<file path="config.mk">
export PLATFORM = sky130hd
export DESIGN_NAME = vga_timing_gen
export DESIGN_NICKNAME = d
export VERILOG_FILES = /design/src/rtl/vga_timing_gen.sv
export SDC_FILE = /design/constraint.sdc
export NUM_CORES = 1
export LEC_CHECK = 0
export BUFFER_PORTS_ARGS = -buffer_cell sky130_fd_sc_hd__buf_2
export CAP_MARGIN = 10
export CORE_MARGIN = 2
export CORE_UTILIZATION = 30
export CTS_BUF_LIST = sky130_fd_sc_hd__clkbuf_4 sky130_fd_sc_hd__clkbuf_8 sky130_fd_sc_hd__clkbuf_16
export CTS_CLUSTER_SIZE = 28
export DETAILED_ROUTE_END_ITERATION = 12
export PLACE_DENSITY = 0.56
export SYNTH_ARGS = -nofsm -noshare
export SYNTH_HDL_FRONTEND = slang
export SYNTH_SLANG_ARGS = --single-unit
export TNS_END_PERCENT = 20
</file>
<file path="constraint.sdc">
create_clock -name clk -period 2.6 [get_ports clk]
set_input_delay 0.39 -clock clk [delete_from_list [all_inputs] [get_ports clk]]
set_output_delay 0.39 -clock clk [all_outputs]
set_load 0.03 [all_outputs]
</file>
<file path="src/rtl/vga_timing_gen.sv">
// Parametrised VGA raster engine: counters, sync/blank, look-ahead pixel requests and registered 5/6/5 output.
// Optional build macro VGA_TEST_PATTERN_EN replaces pix_* with an internal 8-bar colour generator.
module vga_timing_gen #(
    parameter int H_VISIBLE = 640,
    parameter int H_FRONT   = 16,
    parameter int H_SYNC    = 96,
    parameter int H_BACK    = 48,
    parameter int V_VISIBLE = 480,
    parameter int V_FRONT   = 10,
    parameter int V_SYNC    = 2,
    parameter int V_BACK    = 33,
    parameter bit HS_POL    = 1'b0,
    parameter bit VS_POL    = 1'b0,
    parameter int LOOKAHEAD = 2,
    parameter int R_W       = 5,
    parameter int G_W       = 6,
    parameter int B_W       = 5
) (
    input  logic           clk,
    input  logic           rst_n,
    input  logic           enable,
    output logic [11:0]    req_x,
    output logic [10:0]    req_y,
    output logic           req_valid,
    output logic           line_start,
    output logic           frame_start,
    input  logic [R_W-1:0] pix_r,
    input  logic [G_W-1:0] pix_g,
    input  logic [B_W-1:0] pix_b,
    output logic [R_W-1:0] vga_r,
    output logic [G_W-1:0] vga_g,
    output logic [B_W-1:0] vga_b,
    output logic           vga_hs,
    output logic           vga_vs
);

    localparam int H_TOTAL = H_VISIBLE + H_FRONT + H_SYNC + H_BACK;
    localparam int V_TOTAL = V_VISIBLE + V_FRONT + V_SYNC + V_BACK;

    localparam logic [11:0] H_LAST   = 12'(H_TOTAL - 1);
    localparam logic [11:0] H_VIS    = 12'(H_VISIBLE);
    localparam logic [11:0] HS_START = 12'(H_VISIBLE + H_FRONT);
    localparam logic [11:0] HS_END   = 12'(H_VISIBLE + H_FRONT + H_SYNC);
    localparam logic [10:0] V_LAST   = 11'(V_TOTAL - 1);
    localparam logic [10:0] V_VIS    = 11'(V_VISIBLE);
    localparam logic [10:0] VS_START = 11'(V_VISIBLE + V_FRONT);
    localparam logic [10:0] VS_END   = 11'(V_VISIBLE + V_FRONT + V_SYNC);

    logic [11:0] h_cnt_q, h_cnt_d;
    logic [10:0] v_cnt_q, v_cnt_d;

    logic h_vis, v_vis, de, hs_raw, vs_raw;

    logic [LOOKAHEAD-1:0] de_sr_q, de_sr_d;
    logic [LOOKAHEAD-1:0] hs_sr_q, hs_sr_d;
    logic [LOOKAHEAD-1:0] vs_sr_q, vs_sr_d;

    logic [R_W-1:0] src_r;
    logic [G_W-1:0] src_g;
    logic [B_W-1:0] src_b;

    logic [R_W-1:0] vga_r_q, vga_r_d;
    logic [G_W-1:0] vga_g_q, vga_g_d;
    logic [B_W-1:0] vga_b_q, vga_b_d;
    logic           vga_hs_q, vga_hs_d;
    logic           vga_vs_q, vga_vs_d;

    // Request side is purely combinational from the counters; enable gates the qualifiers only.
    assign h_vis  = (h_cnt_q < H_VIS);
    assign v_vis  = (v_cnt_q < V_VIS);
    assign de     = enable && h_vis && v_vis;
    assign hs_raw = (h_cnt_q >= HS_START) && (h_cnt_q < HS_END);
    assign vs_raw = (v_cnt_q >= VS_START) && (v_cnt_q < VS_END);

    assign req_x       = h_cnt_q;
    assign req_y       = v_cnt_q;
    assign req_valid   = de;
    assign line_start  = enable && (h_cnt_q == 12'd0) && v_vis;
    assign frame_start = enable && (h_cnt_q == 12'd0) && (v_cnt_q == 11'd0);

    always_comb begin
        h_cnt_d = h_cnt_q;
        v_cnt_d = v_cnt_q;
        if (!enable) begin
            h_cnt_d = '0;
            v_cnt_d = '0;
        end else if (h_cnt_q == H_LAST) begin
            h_cnt_d = '0;
            v_cnt_d = (v_cnt_q == V_LAST) ? 11'd0 : v_cnt_q + 11'd1;
        end else begin
            h_cnt_d = h_cnt_q + 12'd1;
        end
    end

    // Stage LOOKAHEAD-1 lines up with the pix_* returned for the same coordinate.
    always_comb begin
        de_sr_d = '0;
        hs_sr_d = '0;
        vs_sr_d = '0;
        if (enable) begin
            de_sr_d[0] = de;
            hs_sr_d[0] = hs_raw;
            vs_sr_d[0] = vs_raw;
            for (int i = 1; i < LOOKAHEAD; i++) begin
                de_sr_d[i] = de_sr_q[i-1];
                hs_sr_d[i] = hs_sr_q[i-1];
                vs_sr_d[i] = vs_sr_q[i-1];
            end
        end
    end

`ifdef VGA_TEST_PATTERN_EN
    localparam int BAR_W = H_VISIBLE / 8;

    logic [11:0] x_sr_q [LOOKAHEAD];
    logic [11:0] x_sr_d [LOOKAHEAD];
    logic [2:0]  bar;

    always_comb begin
        for (int i = 0; i < LOOKAHEAD; i++) begin
            x_sr_d[i] = '0;
        end
        if (enable) begin
            x_sr_d[0] = h_cnt_q;
            for (int i = 1; i < LOOKAHEAD; i++) begin
                x_sr_d[i] = x_sr_q[i-1];
            end
        end
    end

    // Bar index by threshold count avoids a divider.
    always_comb begin
        bar = 3'd0;
        for (int k = 1; k < 8; k++) begin
            if (x_sr_q[LOOKAHEAD-1] >= 12'(k * BAR_W)) begin
                bar = bar + 3'd1;
            end
        end
    end

    // Bar order white, yellow, cyan, green, magenta, red, blue, black.
    assign src_r = {R_W{~bar[1]}};
    assign src_g = {G_W{~bar[2]}};
    assign src_b = {B_W{~bar[0]}};

    always_ff @(posedge clk or negedge rst_n) begin
        if (!rst_n) begin
            for (int i = 0; i < LOOKAHEAD; i++) begin
                x_sr_q[i] <= '0;
            end
        end else begin
            for (int i = 0; i < LOOKAHEAD; i++) begin
                x_sr_q[i] <= x_sr_d[i];
            end
        end
    end
`else
    assign src_r = pix_r;
    assign src_g = pix_g;
    assign src_b = pix_b;
`endif

    always_comb begin
        vga_r_d  = '0;
        vga_g_d  = '0;
        vga_b_d  = '0;
        vga_hs_d = ~HS_POL;
        vga_vs_d = ~VS_POL;
        if (enable) begin
            if (de_sr_q[LOOKAHEAD-1]) begin
                vga_r_d = src_r;
                vga_g_d = src_g;
                vga_b_d = src_b;
            end
            if (hs_sr_q[LOOKAHEAD-1]) begin
                vga_hs_d = HS_POL;
            end
            if (vs_sr_q[LOOKAHEAD-1]) begin
                vga_vs_d = VS_POL;
            end
        end
    end

    always_ff @(posedge clk or negedge rst_n) begin
        if (!rst_n) begin
            h_cnt_q  <= '0;
            v_cnt_q  <= '0;
            de_sr_q  <= '0;
            hs_sr_q  <= '0;
            vs_sr_q  <= '0;
            vga_r_q  <= '0;
            vga_g_q  <= '0;
            vga_b_q  <= '0;
            vga_hs_q <= ~HS_POL;
            vga_vs_q <= ~VS_POL;
        end else begin
            h_cnt_q  <= h_cnt_d;
            v_cnt_q  <= v_cnt_d;
            de_sr_q  <= de_sr_d;
            hs_sr_q  <= hs_sr_d;
            vs_sr_q  <= vs_sr_d;
            vga_r_q  <= vga_r_d;
            vga_g_q  <= vga_g_d;
            vga_b_q  <= vga_b_d;
            vga_hs_q <= vga_hs_d;
            vga_vs_q <= vga_vs_d;
        end
    end

    assign vga_r  = vga_r_q;
    assign vga_g  = vga_g_q;
    assign vga_b  = vga_b_q;
    assign vga_hs = vga_hs_q;
    assign vga_vs = vga_vs_q;

endmodule
</file>
Word level (Yosys, flattened, before mapping)
Index checks and enable logic that the tools add are counted.
{ "totals": {"elab_cells": 48, "ff_bits": 47} }
{ "classes": {"reduce_logical": 9, "muxes": 18, "n_lt_le_gt_ge": 6, "addsub": 2, "n_eq_ne": 3} }
{ "ops": {"columns": ["operator", "n"], "rows": [
  ["11-bit two-way mux", 3],
  ["12-bit by 10-bit less-than comparator with 1-bit output (second input constant)", 2],
  ["12-bit two-way mux", 2],
  ["11-bit by 9-bit less-than comparator with 1-bit output (second input constant)", 2],
  ["5-bit two-way mux", 4],
  ["12-bit by 1-bit adder with 12-bit output (second input constant)", 1],
  ["12-bit by 10-bit equality test with 1-bit output (second input constant)", 1],
  ["12-bit by 10-bit greater-or-equal comparator with 1-bit output (second input constant)", 1],
  ["12-bit zero test", 1],
  ["6-bit two-way mux", 2],
  ["11-bit by 1-bit adder with 11-bit output (second input constant)", 1],
  ["11-bit by 10-bit equality test with 1-bit output (second input constant)", 1],
  ["11-bit by 9-bit greater-or-equal comparator with 1-bit output (second input constant)", 1],
  ["11-bit zero test", 1],
  ["1-bit logical AND", 7],
  ["2-bit two-way mux", 3],
  ["1-bit two-way mux", 4],
  ["2-bit by 1-bit inequality test with 1-bit output (second input constant)", 1]
]} }

Logic depth before layout (Yosys ltp)
{ "logic_depth": {"depth_word": 4, "depth_mapped": 6, "depth_no_buf": 6} }

Worst setup path before layout
Ideal clock, no wire load.
{ "synth_path": {"kind": "flip-flop to output port", "from": "register h_cnt_q[5] (netlist: req_x[5])", "to": "output frame_start", "arrival_ns": 2.243, "slack_ns": -0.033, "path_buffers": 1, "path_stages_with_launch": 6, "t_required_ns": 2.210, "path_cell_list": "dfrtp_1 -> clkbuf_1 -> or3_1 -> nor2_1 -> nand3_1 -> nor4_1"} }
{ "synth_between": {"elab_chain_len": 3} }
{ "synth_lines": {"columns": ["element", "line_no", "rtl"], "rows": [
  ["from (decl)", "49", "logic [11:0] h_cnt_q, h_cnt_d;"],
  ["from (signal assigned)", "197", "h_cnt_q <= h_cnt_d;"],
  ["12-bit zero test", "79", "assign frame_start = enable && (h_cnt_q == 12'd0) && (v_cnt_q == 11'd0);"],
  ["1-bit logical AND (2 in series)", "79", null],
  ["to (decl)", "26", "output logic frame_start,"]
]} }
No other way between the ends.

Worst setup path in the final report
{ "layout_path": {"from": "register v_cnt_q[0] (netlist: req_y[0])", "to": "output frame_start"} }
{ "layout_between": {"elab_chain_len": 2} }
{ "layout_lines": {"columns": ["element", "line_no", "rtl"], "rows": [
  ["from (decl)", "50", "logic [10:0] v_cnt_q, v_cnt_d;"],
  ["from (signal assigned)", "198", "v_cnt_q <= v_cnt_d;"],
  ["11-bit zero test", "79", null],
  ["1-bit logical AND", "79", null]
]} }
No other way between the ends.

==> results.yml <==
timing:
  finClkSkew_ns: 0.005261
  slew_viol_final: 0
  min_period_over_period: 0.9100
  worst_pin_slew_ns: 0.5653
  setup_viol: 0
  hold_viol: 0
  period_minus_slack_ns: 2.366
  rsz0062_at_grt: "no"
  maxSlewHeadroom: 0.6178
  fin_tns_setup_ns: 0
  finalWorstSetupSlack_ns: 0.2339
  fmax_mhz: 422.6
cts:
  numCtsBuffers: 5
  cts_max_level: 2
  ctsHoldBuffers: 0
  post-cts-setup-buffers: 0
  clockBufferDepth: 2
  cts_resized: 0
  insertion_delay_ns: 0.30
  cts_tree: "yes"
  clk_pin_slew_ns: 0.09
  cts.sinks: 47
  root_buffer: "clkbuf_8"
power_and_ir_drop:
  combPwrFrac: 0.089
  switchingPower_mw: 0.3453
  netSwitchingFraction: 0.2620
  p_seq_frac: 0.570
  p_leak_nw: 1.360
  clkPwrFrac: 0.341
  ir_drop_v: 0.0001838
  power_per_cell_area_nw_per_um2: 498.8
  p_int_mw: 0.9727
route:
  top_layer_used: "met4"
  drt_wl_total_mm: 4.857
  routedWlPerCell_um: 13.31
  drc: 0
  drtPass1Iterations: 4
  met1_length_mm: 2.238
  ant_nets: 0
  drt-initial-drc-count: 61
  met2WireLength_mm: 2.244
  via_per_inst: 4.764
  met3_length_um: 313
  num_vias: 1739
synthesis:
  synthesis.nets: 223
  synth_area_leaders: "dfrtp_1, and3_1, nor2_1, nand3_1, nor3_1"
  yosys_warnings: 0
  synth_top_area_share: 0.5364
  netlist_area_um2: 2100
  syn_inst: 200
  synth_top_cell_by_area: "dfrtp_1"
  ys_seq_area_frac: 0.5614
  synth_cell_type_count: 35
  synth.avg_cell_area_um2: 10.50
  ys_ff_latch: 47
worst_setup_path:
  end_kind: "output pin"
  crit_path_max_fanout: 5
  r2r_setup_slack_ns: 0.51
  worstPathArrival_ns: 1.98
  start_kind: "register"
  required_ns: 2.21
  path_class: "register to output pin"
finish:
  final_common_cell: "buf_2"
  layout_common_cells: "buf_2, dfrtp_1, and3_1"
  syn_to_final_growth_pct: 25.86
  layout-drive-gt1-share: 0.3086
  n_antenna_cell: 0
  fin_nets: 291
floorplanning:
  die_height_um: 87.66
  core_area_um2: 6794
  start_util: 0.3090
  die_x_um: 87.66
  die_area_um2: 7683
  rows: 30
  io_pins: 63
placement:
  place_ws_ns: 0.5297
  gp_congestion: 0.7846
  dpl.hpwl_mm: 3.522
  portBuffers: 62
job:
  maxCapViolCount: 0
min_path:
  min_path_type: "input port to asynchronous set/reset pin"
grt:
  grt_overflow: 0
  grt_first_pass_wirelength_mm: 8.066
  antenna_found_initial: 0
  grt_max_degree: 31
  grt_usage: 0.1340
  grt_pass1_vias: 1680
status:
  status: "complete, no violations"
stage by stage:
step,util,hold WS (ns),power (mW),cell area [um2],cells
final,0.3890,0.003037,1.318,2643,365
after global routing,0.3890,0.02374,1.376,2643,365
after detailed placement,0.3751,0.3518,0.8857,2549,357
after global placement,0.3751,0.3453,0.8854,2549,357
after CTS,0.3890,0.01206,1.339,2643,365
after floorplan,-,0.09441,0.8277,2106,200
synthesized netlist by cell type:
cell	instances
and2_1	4
o211ai_1	1
and3_1	20
nor4_4	1
o21a_1	1
and4b_1	1
ha_1	4
o21ai_0	8
a31oi_1	8
clkbuf_1	4
o41ai_2	1
or2_2	1
a21oi_1	2
nor2_1	18
nor4b_1	1
nor4_1	2
nor3_1	12
or3_1	5
nand4b_1	1
inv_1	6
dfrtp_1	45
nand4_1	4
a31o_2	1
dfstp_2	2
buf_2	2
nand2_1	11
xor2_1	2
or3b_4	1
xnor2_1	6
a22o_1	5
o311ai_1	2
nand3_1	12
nor2b_1	4
or4_1	1
o21ai_1	1
worst paths after layout:
check	endpoint	depth (start not counted)	startpoint
worst min-delay path	req_x[5]	1	rst_n
worst min register to register	vga_hs	1	hs_sr_q[1]
max in group asynchronous	vga_vs	2	rst_n
worst max register to register	req_y[3]	5	req_x[7]
min in group clk	vga_b[3]	2	pix_b[3]
worst max-delay path	frame_start	6	req_y[0]
layer usage:
metal	vias up	GRT usage
li1	858	-
met1	815	0.1743
met2	60	0.2218
met3	6	0.03393
met4	0	0.03776
met5	-	0
power groups by stage:
stage / clock (mW) / combinational [mW] / sequential [mW]
after floorplan: 0 / 0.0426 / 0.785
after global placement: 0 / 0.120 / 0.766
after detailed placement: 0 / 0.119 / 0.766
after CTS: 0.468 / 0.120 / 0.752
after global routing: 0.494 / 0.128 / 0.754
final: 0.450 / 0.117 / 0.751
flip-flops by register name (all words and copies together) (netlist names):
register	flops
vs_sr_q	2
vga_vs	1
req_x	12
req_y	11
vga_hs	1
vga_g	6
hs_sr_q	2
vga_b	5
de_sr_q	2
vga_r	5
logic make-up after synthesis:
family | Yosys count | synth area share
adder cells (fa/ha/maj) | 4 | 0.02384
buffers and inverters | 12 | 0.02264
AND/OR/NAND/NOR | 99 | 0.2604
flip-flops | 47 | 0.5614
AO/OA/AOI/OAI | 30 | 0.09834
XOR/XNOR | 8 | 0.03337
layout make-up:
type / instances / area [um2]
inverters: 6 / 22.52
multi-input cells: 141 / 879.6
flip-flops and latches: 47 / 1179
fillers: 698 / 4151
well taps: 96 / 120.1
repair buffers: 67 / 347.8
clock inverters: 3 / 25.02
clock buffers: 5 / 68.82
worst max-delay path: stages (launching register included):
cell and delay [ns]:
dfrtp_1 0.43, inv_1 0.11, ha_1 0.15, nor4b_1 0.48
nand2_1 0.14, nor4_2 0.14, buf_2 0.24
Note: power is estimated with default switching activity, not from simulation.
